[src/rtl/mxregs_pkg.sv]
// Shared definitions for the register bank read path.
// Holds the register index constants of the 16-entry bank, the address codes
// of the loader address map, the read sequencer state encoding, and a helper
// that maps the low address bits of a FLAGS pair code to its partner register.
package mxregs_pkg;

    localparam int BANK_DEPTH = 16;

    // Register indices within the bank
    localparam logic [3:0] REG_A     = 4'd0;
    localparam logic [3:0] REG_X     = 4'd1;
    localparam logic [3:0] REG_Y     = 4'd2;
    localparam logic [3:0] REG_D     = 4'd3;
    localparam logic [3:0] REG_INSP  = 4'd6;
    localparam logic [3:0] REG_FLAGS = 4'd7;
    localparam logic [3:0] REG_R2    = 4'd14;
    localparam logic [3:0] REG_R3    = 4'd15;

    // Paired address codes
    localparam logic [7:0] ADDR_FLAGS_A = 8'h10;
    localparam logic [7:0] ADDR_FLAGS_X = 8'h11;
    localparam logic [7:0] ADDR_FLAGS_Y = 8'h12;
    localparam logic [7:0] ADDR_FLAGS_D = 8'h13;
    localparam logic [7:0] ADDR_R2_INSP = 8'h80;

    typedef enum logic {
        IDLE   = 1'b0,
        SECOND = 1'b1
    } state_t;

    // Second register of a FLAGS+A/X/Y/D pair, selected by addr[1:0]
    function automatic logic [3:0] flags_partner(input logic [1:0] sel);
        logic [3:0] idx;
        case (sel)
            2'd0:    idx = REG_A;
            2'd1:    idx = REG_X;
            2'd2:    idx = REG_Y;
            default: idx = REG_D;
        endcase
        return idx;
    endfunction

endpackage

[src/rtl/mxreg_read_sequencer_11_if.sv]
// Request/response bus of the register read sequencer.
// Request side: req_addr, req_valid (from requester), req_ready (to requester).
// Response side: rsp_data, rsp_idx, rsp_last, rsp_err, rsp_valid (to consumer),
// rsp_ready (from consumer).
// Handshake: a transfer happens on a rising clock edge where valid and ready
// are both high; a source holds its valid payload stable until that edge, and
// ready may depend combinationally on the other side's valid.
// Modports: master = requester/consumer side, slave = sequencer side.
interface mxreg_read_sequencer_11_if #(
    parameter int WORD_LENGTH = 8
);
    logic [7:0]             req_addr;
    logic                   req_valid;
    logic                   req_ready;
    logic [WORD_LENGTH-1:0] rsp_data;
    logic [3:0]             rsp_idx;
    logic                   rsp_last;
    logic                   rsp_err;
    logic                   rsp_valid;
    logic                   rsp_ready;

    modport master (
        output req_addr, req_valid, rsp_ready,
        input  req_ready, rsp_data, rsp_idx, rsp_last, rsp_err, rsp_valid
    );

    modport slave (
        input  req_addr, req_valid, rsp_ready,
        output req_ready, rsp_data, rsp_idx, rsp_last, rsp_err, rsp_valid
    );
endinterface

[src/rtl/mxreg_read_sequencer_11_decoder.sv]
// Combinational address decoder for the register read path.
// Ports:
//   addr    in  8  read address in the loader address map
//   idx0    out 4  register of the first (or only) beat
//   idx1    out 4  register of the second beat (pairs only, else 0)
//   is_pair out 1  address returns two beats
//   is_err  out 1  address is unmapped (idx0 = 0)
module mxreg_read_decoder_11
    import mxregs_pkg::*;
(
    input  logic [7:0] addr,
    output logic [3:0] idx0,
    output logic [3:0] idx1,
    output logic       is_pair,
    output logic       is_err
);

    always_comb begin
        idx0    = 4'd0;
        idx1    = 4'd0;
        is_pair = 1'b0;
        is_err  = 1'b0;
        if (addr[7:4] == 4'h0) begin
            idx0 = addr[3:0];
        end else if (addr inside {[ADDR_FLAGS_A:ADDR_FLAGS_D]}) begin
            idx0    = REG_FLAGS;
            idx1    = flags_partner(addr[1:0]);
            is_pair = 1'b1;
        end else if (addr == ADDR_R2_INSP) begin
            idx0    = REG_R2;
            idx1    = REG_INSP;
            is_pair = 1'b1;
        end else begin
            is_err = 1'b1;
        end
    end

endmodule

[src/rtl/mxreg_read_sequencer_11.sv]
// Register bank read sequencer.
// Accepts a read address, decodes it with the loader address map and returns
// the register contents as one or two response beats. Both beats of a pair
// are taken from reg_line in the accept cycle, so a pair is a coherent
// snapshot even if the bank changes while the response is stalled.
// Ports:
//   clk       in   1                    clock, rising edge
//   rst       in   1                    synchronous reset, active-high
//   reg_line  in   DEPTH*WORD_LENGTH    packed bank, slice i = register i
//   bus       slave modport             request/response handshake signals
//   state     out  state_t              current FSM state (debug visibility)
module mxreg_read_sequencer_11
    import mxregs_pkg::*;
#(
    parameter int WORD_LENGTH = 8,
    parameter int DEPTH       = 16
) (
    input  logic                         clk,
    input  logic                         rst,
    input  logic [DEPTH*WORD_LENGTH-1:0] reg_line,
    mxreg_read_sequencer_11_if.slave     bus,
    output state_t                       state
);

    generate
        if (DEPTH != BANK_DEPTH) begin : g_depth_check
            $error("mxreg_read_sequencer_11: address map requires DEPTH == 16");
        end
    endgenerate

    // Bank unpacked for indexing by decoded register number
    logic [WORD_LENGTH-1:0] regs [BANK_DEPTH];

    always_comb begin
        for (int i = 0; i < BANK_DEPTH; i++) begin
            regs[i] = reg_line[i*WORD_LENGTH +: WORD_LENGTH];
        end
    end

    logic [3:0] dec_idx0;
    logic [3:0] dec_idx1;
    logic       dec_pair;
    logic       dec_err;

    mxreg_read_decoder_11 u_decoder (
        .addr    (bus.req_addr),
        .idx0    (dec_idx0),
        .idx1    (dec_idx1),
        .is_pair (dec_pair),
        .is_err  (dec_err)
    );

    // Registered state
    state_t                 state_q, state_d;
    logic                   valid_q, valid_d;
    logic [WORD_LENGTH-1:0] data_q, data_d;
    logic [3:0]             idx_q, idx_d;
    logic                   last_q, last_d;
    logic                   err_q, err_d;
    logic [WORD_LENGTH-1:0] hold_data_q, hold_data_d;
    logic [3:0]             hold_idx_q, hold_idx_d;

    logic req_ready;
    logic accept;
    logic consume;

    // A new request may enter only when the output slot is free or being
    // drained this very cycle; that is what lets singles stream without gaps.
    assign req_ready = !rst && (state_q == IDLE) && (!valid_q || bus.rsp_ready);
    assign accept    = bus.req_valid && req_ready;
    assign consume   = valid_q && bus.rsp_ready;

    always_ff @(posedge clk) begin
        if (rst) begin
            state_q     <= IDLE;
            valid_q     <= 1'b0;
            data_q      <= '0;
            idx_q       <= 4'd0;
            last_q      <= 1'b0;
            err_q       <= 1'b0;
            hold_data_q <= '0;
            hold_idx_q  <= 4'd0;
        end else begin
            state_q     <= state_d;
            valid_q     <= valid_d;
            data_q      <= data_d;
            idx_q       <= idx_d;
            last_q      <= last_d;
            err_q       <= err_d;
            hold_data_q <= hold_data_d;
            hold_idx_q  <= hold_idx_d;
        end
    end

    always_comb begin
        state_d     = state_q;
        valid_d     = valid_q;
        data_d      = data_q;
        idx_d       = idx_q;
        last_d      = last_q;
        err_d       = err_q;
        hold_data_d = hold_data_q;
        hold_idx_d  = hold_idx_q;

        case (state_q)
            IDLE: begin
                if (accept) begin
                    // Unmapped addresses return data 0; decoder already gives idx 0
                    valid_d = 1'b1;
                    data_d  = dec_err ? '0 : regs[dec_idx0];
                    idx_d   = dec_idx0;
                    last_d  = !dec_pair;
                    err_d   = dec_err;
                    if (dec_pair) begin
                        hold_data_d = regs[dec_idx1];
                        hold_idx_d  = dec_idx1;
                        state_d     = SECOND;
                    end
                end else if (consume) begin
                    valid_d = 1'b0;
                end
            end
            SECOND: begin
                if (consume) begin
                    valid_d = 1'b1;
                    data_d  = hold_data_q;
                    idx_d   = hold_idx_q;
                    last_d  = 1'b1;
                    err_d   = 1'b0;
                    state_d = IDLE;
                end
            end
            default: begin
                state_d = IDLE;
            end
        endcase
    end

    assign bus.req_ready = req_ready;
    assign bus.rsp_valid = valid_q;
    assign bus.rsp_data  = data_q;
    assign bus.rsp_idx   = idx_q;
    assign bus.rsp_last  = last_q;
    assign bus.rsp_err   = err_q;
    assign state         = state_q;

endmodule

[src/flat_wrapper.sv]
// flat-port wrapper written by rule: the top's interface ports become plain ports
module mxreg_read_sequencer_11_flat import mxregs_pkg::*;
#(
    parameter int WORD_LENGTH = 8,
    parameter int DEPTH       = 16
)
  (clk, rst, reg_line, state, bus_req_addr, bus_req_valid, bus_rsp_ready, bus_req_ready, bus_rsp_data, bus_rsp_idx, bus_rsp_last, bus_rsp_err, bus_rsp_valid);
  mxreg_read_sequencer_11_if #(.WORD_LENGTH(WORD_LENGTH)) bus_i ();
  input  logic clk;
  input  logic rst;
  input  logic [DEPTH*WORD_LENGTH-1:0] reg_line;
  output state_t state;
  input wire logic [$bits(bus_i.req_addr)-1:0] bus_req_addr;
  input wire logic [$bits(bus_i.req_valid)-1:0] bus_req_valid;
  input wire logic [$bits(bus_i.rsp_ready)-1:0] bus_rsp_ready;
  output wire logic [$bits(bus_i.req_ready)-1:0] bus_req_ready;
  output wire logic [$bits(bus_i.rsp_data)-1:0] bus_rsp_data;
  output wire logic [$bits(bus_i.rsp_idx)-1:0] bus_rsp_idx;
  output wire logic [$bits(bus_i.rsp_last)-1:0] bus_rsp_last;
  output wire logic [$bits(bus_i.rsp_err)-1:0] bus_rsp_err;
  output wire logic [$bits(bus_i.rsp_valid)-1:0] bus_rsp_valid;
  assign bus_i.req_addr = bus_req_addr;
  assign bus_i.req_valid = bus_req_valid;
  assign bus_i.rsp_ready = bus_rsp_ready;
  assign bus_req_ready = bus_i.req_ready;
  assign bus_rsp_data = bus_i.rsp_data;
  assign bus_rsp_idx = bus_i.rsp_idx;
  assign bus_rsp_last = bus_i.rsp_last;
  assign bus_rsp_err = bus_i.rsp_err;
  assign bus_rsp_valid = bus_i.rsp_valid;
  mxreg_read_sequencer_11 #(.WORD_LENGTH(WORD_LENGTH), .DEPTH(DEPTH)) u_core (.clk(clk), .rst(rst), .reg_line(reg_line), .bus(bus_i), .state(state));
endmodule
[config.mk]
export PLATFORM = sky130hd
export DESIGN_NAME = mxreg_read_sequencer_11_flat
export DESIGN_NICKNAME = d
export VERILOG_FILES = /design/src/rtl/mxregs_pkg.sv /design/src/rtl/mxreg_read_sequencer_11_if.sv /design/src/rtl/mxreg_read_sequencer_11_decoder.sv /design/src/rtl/mxreg_read_sequencer_11.sv /design/src/flat_wrapper.sv
export SDC_FILE = /design/constraint.sdc
export NUM_CORES = 1
export LEC_CHECK = 0
export CORE_ASPECT_RATIO = 0.75
export CORE_MARGIN = 2
export CORE_UTILIZATION = 41
export CTS_BUF_LIST = sky130_fd_sc_hd__clkbuf_8
export DETAILED_ROUTE_END_ITERATION = 8
export PLACE_DENSITY_LB_ADDON = 0.25
export SYNTH_ARGS = -nofsm -noshare
export SYNTH_HDL_FRONTEND = slang
export SYNTH_SLANG_ARGS = --single-unit
[constraint.sdc]
create_clock -name clk -period 3.7 [get_ports clk]
set_clock_uncertainty 0.05 [all_clocks]
set_input_delay 0.74 -clock clk [delete_from_list [all_inputs] [get_ports clk]]
set_output_delay 0.74 -clock clk [all_outputs]
set_load 0.005 [all_outputs]
==> results of run 1 <==
## cells in the mapped netlist, drive strengths merged (4+ instances only)
cell / n
a211o: 6
a211oi: 20
a21oi: 23
a221oi: 6
a311oi: 4
a31oi: 6
and3: 6
buf: 17
clkbuf: 12
dfxtp: 27
mux2: 8
mux2i: 25
mux4: 11
nand2: 68
nand3: 10
nand4: 7
nor2: 50
nor2b: 6
nor3: 4
o211ai: 5
o21ai: 11
o22ai: 5
o31ai: 4
## state kept, by name, indices dropped and copies added, names as in the netlist
name	flops
u_core.hold_idx_q	3
u_core.bus.rsp_data	8
u_core.bus.rsp_idx	4
u_core.bus.rsp_valid	1
u_core.state	1
u_core.bus.rsp_err	1
u_core.bus.rsp_last	1
u_core.hold_data_q	8
## power by group through the flow
stage / sequential, mW / combinational, mW / clock [mW]
detailed placement: 0.312 / 0.339 / 0
finish: 0.305 / 0.343 / 0.175
floorplan: 0.311 / 0.132 / 0
global route: 0.306 / 0.369 / 0.189
global placement: 0.311 / 0.335 / 0
CTS: 0.305 / 0.341 / 0.174
## per-stage QoR
stage	area (um2)	hold WS, ns
floorplan	2890	0.387
global placement	4540	0.408
detailed placement	4540	0.405
CTS	4590	0.420
global route	4590	0.443
finish	4590	0.419
## area by class of cell
| cell class | count | area, um2 | share of cell area, % |
|---|---|---|---|
| clock buffer | 3 | 41.3 | 0.900 |
| clock inverter | 1 | 5.00 | 0.109 |
| tap | 84 | 105 | 2.29 |
| timing repair buffer | 177 | 1730 | 37.8 |
| inverter | 3 | 11.3 | 0.245 |
| sequential | 27 | 541 | 11.8 |
| multi-input combinational | 315 | 2150 | 46.9 |
## critical path, stage by stage
cell	delay, ns
clkdlybuf4s50_1	0.62
or4_1	0.65
o22ai_4	0.42
mux4_2	0.58
o211ai_1	0.31
a211oi_1	0.12
## cells by family (layout without fill, tap and decap cells)
| family | Yosys count | count (layout) | synth area share, % |
|---|---|---|---|
| multiplexers | 44 | 44 | 20.6 |
| buffers and inverters | 32 | 184 | 6.88 |
| flip-flops | 27 | 27 | 18.7 |
| AO/OA/AOI/OAI | 103 | 103 | 26.3 |
| AND/OR/NAND/NOR | 168 | 168 | 27.5 |
## how the worst min path moves through the flow
stage                                      start                                 to  slack, ns  cells after the start
2_1_floorplan  u_core.hold_idx_q[0]$_SDFFE_PP0P_  u_core.hold_idx_q[0]$_SDFFE_PP0P_       0.39                      2
3_3_place_gp   u_core.hold_idx_q[0]$_SDFFE_PP0P_  u_core.hold_idx_q[0]$_SDFFE_PP0P_       0.41                      2
3_5_place_dp   u_core.hold_idx_q[0]$_SDFFE_PP0P_  u_core.hold_idx_q[0]$_SDFFE_PP0P_       0.41                      2
4_1_cts        u_core.hold_idx_q[0]$_SDFFE_PP0P_  u_core.hold_idx_q[0]$_SDFFE_PP0P_       0.42                      2
5_1_grt        u_core.hold_idx_q[0]$_SDFFE_PP0P_  u_core.hold_idx_q[0]$_SDFFE_PP0P_       0.44                      2
6_report       u_core.hold_idx_q[0]$_SDFFE_PP0P_  u_core.hold_idx_q[0]$_SDFFE_PP0P_       0.42                      2
## per-layer routing
| layer | global-route usage (%) | vias to the layer above | wire length (um) |
|---|---|---|---|
| met3 | 6.20 | 14 | 1260 |
| met2 | 47.4 | 231 | 5090 |
| li1 | - | 1720 | - |
| met5 | 0 | - | 0 |
| met1 | 38.7 | 1700 | 4740 |
| met4 | 5.68 | 0 | 179 |
==> impl_metrics.json, run 1 <==
{
  "wl_per_cell_um": 18.5,
  "final_common_cell": "clkdlybuf4s50_1",
  "cts_resized": 0,
  "timing.fmax_ghz": 0.300,
  "finalWirelength_um": 11300,
  "gp_congestion": 0.923,
  "drive_gt1_share_pct": 10.5,
  "status": "finished, final reports clean",
  "grt_pass1_wl_um": 17900,
  "path_class": "input port to flop",
  "timing.rr.end": "u_core.bus.rsp_data[6]$_SDFFE_PP0P_",
  "critical_path.startpoint": "bus_req_addr[7]",
  "leakage_nw": 1.81,
  "io_pins": 157,
  "cts_root_buf": "clkbuf_8",
  "synthesis.area_um2": 2890,
  "grt_pass1_vias": 3607,
  "synth_top_area_share_pct": 18.7,
  "die_area_um2": 7750,
  "comb_power_share_pct": 41.7,
  "drv_cap": 0,
  "final_cell_mix": "clkdlybuf4s50_1, nand2_1, nor2_1",
  "r2r_start": "u_core.state$_SDFF_PP0_",
  "worst_pin_slew_ns": 0.901,
  "core_area_um2": 6830,
  "drv_slew": 0,
  "power_density_nw_per_um2": 179,
  "syn_to_final_growth_pct": 58.6,
  "yosys.cell_types.count": 54,
  "vias": 3665,
  "die_h_um": 76.7,
  "p_total_mw": 0.823,
  "drc": 0,
  "drtIter0Drc": 199,
  "synth_ff_type": "dfxtp_1",
  "hp-class": "flop to flop",
  "worst-r2r-setup-slack_ns": 1.27,
  "setup_viol": 0,
  "die_width_um": 101,
  "placed_cells": 606,
  "antenna_found_initial": 0,
  "initial_core_util_pct": 42.3,
  "firstDrtPassIters": 4,
  "hold_viol_final": 0,
  "nFillCells": 585,
  "r2r_cells": 6,
  "synth_area_leader_cell": "dfxtp_1",
  "layout_setup_ws_ns": 0.363,
  "instances_no_fill": 610,
  "ant_nets": 0,
  "clockBufferDepth": 2,
  "ir_worst_vdd_mv": 0.139,
  "final_core_util_pct": 67.1,
  "dpl_worst_slack_ns": 0.0955,
  "clock_latency_ns": 0.28,
  "power.switching_mw": 0.233,
  "synthTopCellsByArea": "dfxtp_1, nand2_1, mux2i_1, mux4_2, nor2_1",
  "h-tree-depth": 1,
  "overflow": 0,
  "routed_via_density": 6.01,
  "min_period_ns": 3.34,
  "clkTransAtPathRegs_ns": 0.10,
  "worstSetupEndpointType": "flop",
  "period_share_pct": 90.2,
  "ys_ff_latch": 27,
  "fin_tns_setup_ns": 0,
  "cts_buffers": 3,
  "synth.avg_cell_area_um2": 7.73,
  "grt_max_degree": 39,
  "ys_seq_area_share_pct": 18.7,
  "start_kind": "input port",
  "switching_share_pct": 28.3,
  "synth-edff-count": 0,
  "cts_tree": "yes",
  "clock_sinks": 27,
  "rsz0062_at_grt": "no",
  "gr-usage-all-layers_pct": 28.7,
  "seqPwrFrac_pct": 37.1,
  "post_cts_buffers": 0,
  "max-slew-margin-rel_pct": 39.9,
  "numPortBuffers": 156,
  "synthArstFlopShare_pct": 0,
  "place_hpwl_um": 8900,
  "rows": 26,
  "synth_nets": 514,
  "hold_buffers": 0,
  "p_clk_share_pct": 21.2,
  "crit_path_end": "u_core.bus.rsp_data[4]$_SDFFE_PP0P_",
  "required_ns": 3.81,
  "p_int_mw": 0.590,
  "yosysWarnings": 0,
  "syn_inst": 374,
  "num-nets-final": 667,
  "crit_arrival_ns": 3.45,
  "antenna_cells": 0,
  "critical_path.max_fanout": 14
}
Power figures use the tool's default switching activity.
==> run 2: changes to the inputs <==
TNS_END_PERCENT = 5   (was default)
==> results of run 2 <==
Final layout, timing and power as in run 1 (identical DEF).
==> run 3: changes to the inputs <==
RECOVER_POWER = 25   (was default)
==> impl_metrics.json, run 3 (same netlist as run 1, synthesis figures left out) <==
{
  "status": "finished, final reports clean",
  "core_area_um2": 6830,
  "fin_area_um2": 4590,
  "num-nets-final": 667,
  "hold_buffers": 0,
  "ant_nets": 0,
  "final_common_cell": "clkdlybuf4s50_1",
  "worst-r2r-setup-slack_ns": 1.27,
  "gr-usage-all-layers_pct": 28.7,
  "grt_max_degree": 39,
  "switching_share_pct": 28.3,
  "clock_sinks": 27,
  "clkTransAtPathRegs_ns": 0.10,
  "min_period_ns": 3.34,
  "io_pins": 157,
  "vias": 3663,
  "place_hpwl_um": 8900,
  "firstDrtPassIters": 4,
  "dpl_worst_slack_ns": 0.0955,
  "crit_arrival_ns": 3.49,
  "hp-start": "u_core.hold_idx_q[0]$_SDFFE_PP0P_",
  "leakage_nw": 1.84,
  "critical_path.cell_chain": "clkdlybuf4s50_1 > or4_1 > o22ai_4 > buf_4 > nand2_1 > a31oi_1 > a21oi_1 > a311oi_1",
  "ir_worst_vdd_mv": 0.138,
  "worst_pin_slew_ns": 0.900,
  "setup_viol": 0,
  "drive_gt1_share_pct": 10.5,
  "die_area_um2": 7750,
  "clock_latency_ns": 0.28,
  "worst_hold_slack_ns": 0.422,
  "r2r_cells": 6,
  "dpl_cell_area_um2": 4540,
  "cts_resized": 0,
  "worstSetupEndpointType": "flop",
  "clockBufferDepth": 2,
  "syn_to_final_growth_pct": 58.6,
  "instances_no_fill": 610,
  "required_ns": 3.85,
  "power.switching_mw": 0.233,
  "drv_cap": 0,
  "final_core_util_pct": 67.1,
  "h-tree-depth": 1,
  "finalWirelength_um": 11200,
  "final_cell_mix": "clkdlybuf4s50_1, nand2_1, nor2_1",
  "antenna_cells": 0,
  "hold_viol_final": 0,
  "hold_end": "u_core.hold_idx_q[0]$_SDFFE_PP0P_",
  "hold_path_depth": 2,
  "path_class": "input port to flop",
  "max-slew-margin-rel_pct": 40.0,
  "gp_congestion": 0.923,
  "drtIter0Drc": 199,
  "hp-class": "flop to flop",
  "timing.rr.end": "u_core.bus.rsp_data[6]$_SDFFE_PP0P_",
  "power_density_nw_per_um2": 179,
  "p_total_mw": 0.821,
  "antenna_found_initial": 0,
  "overflow": 0,
  "numPortBuffers": 156,
  "comb_power_share_pct": 41.6,
  "wl_per_cell_um": 18.4,
  "initial_core_util_pct": 42.3,
  "fin_tns_setup_ns": 0,
  "p_int_mw": 0.588,
  "routed_via_density": 6.00,
  "placed_cells": 606,
  "grt_pass1_wl_um": 17900,
  "cts_tree": "yes",
  "slowest_delay_ns": 0.65,
  "period_share_pct": 90.4,
  "r2r_start": "u_core.state$_SDFF_PP0_",
  "cts_root_buf": "clkbuf_8",
  "rsz0062_at_grt": "no",
  "die_width_um": 101,
  "die_h_um": 76.7,
  "layout_setup_ws_ns": 0.357,
  "seqPwrFrac_pct": 37.1,
  "cts_buffers": 3,
  "start_kind": "input port",
  "drv_slew": 0,
  "drc": 0,
  "cpMaxStageDelayCell": "or4_1",
  "rows": 26,
  "timing.fmax_ghz": 0.299,
  "grt_pass1_vias": 3607,
  "post_cts_buffers": 0,
  "critical_path.max_fanout": 16,
  "p_clk_share_pct": 21.3
}
-- run 3: layout make-up --
| cell class | count | area, um2 |
|---|---|---|
| clock inverters | 1 | 5.00 |
| well taps | 84 | 105 |
| inverters | 3 | 11.3 |
| repair buffers | 177 | 1730 |
| multi-input cells | 315 | 2150 |
| fillers | 585 | 2240 |
| clock buffers | 3 | 41.3 |
| flip-flops and latches | 27 | 541 |
-- run 3: per-layer routing --
layer / vias to the layer above / wire length, um / track usage, %
li1: 1720 / - / -
met1: 1700 / 4750 / 38.7
met5: - / 0 / 0
met2: 229 / 5070 / 47.4
met3: 14 / 1250 / 6.20
met4: 0 / 179 / 5.68
-- run 3: worst max path at each step --
stage / start / end / slack (ns) / cells past startpoint
2_1_floorplan: bus_req_addr[6] / u_core.bus.rsp_data[1]$_SDFFE_PP0P_ / 0.89 / 8
3_3_place_gp: bus_req_addr[7] / u_core.bus.rsp_data[4]$_SDFFE_PP0P_ / 0.15 / 6
3_5_place_dp: bus_req_addr[7] / u_core.bus.rsp_data[4]$_SDFFE_PP0P_ / 0.1 / 6
4_1_cts: bus_req_addr[7] / u_core.bus.rsp_data[4]$_SDFFE_PP0P_ / 0.39 / 6
5_1_grt: bus_req_addr[7] / u_core.bus.rsp_data[2]$_SDFFE_PP0P_ / 0.28 / 8
6_report: bus_req_addr[7] / u_core.bus.rsp_data[2]$_SDFFE_PP0P_ / 0.36 / 8
-- run 3: worst max-delay path: cells and delay by family --
family          cells  cell delay [ns]
simple gates        2             0.77
buf+inv             2             0.92
compound gates      4             1.05
-- run 3: power groups by stage --
stage               Combinational [mW]  Clock, mW  Sequential [mW]
floorplan                        0.132          0            0.311
global placement                 0.335          0            0.311
detailed placement               0.339          0            0.312
CTS                              0.341      0.174            0.305
global route                     0.368      0.189            0.306
finish                           0.342      0.174            0.305
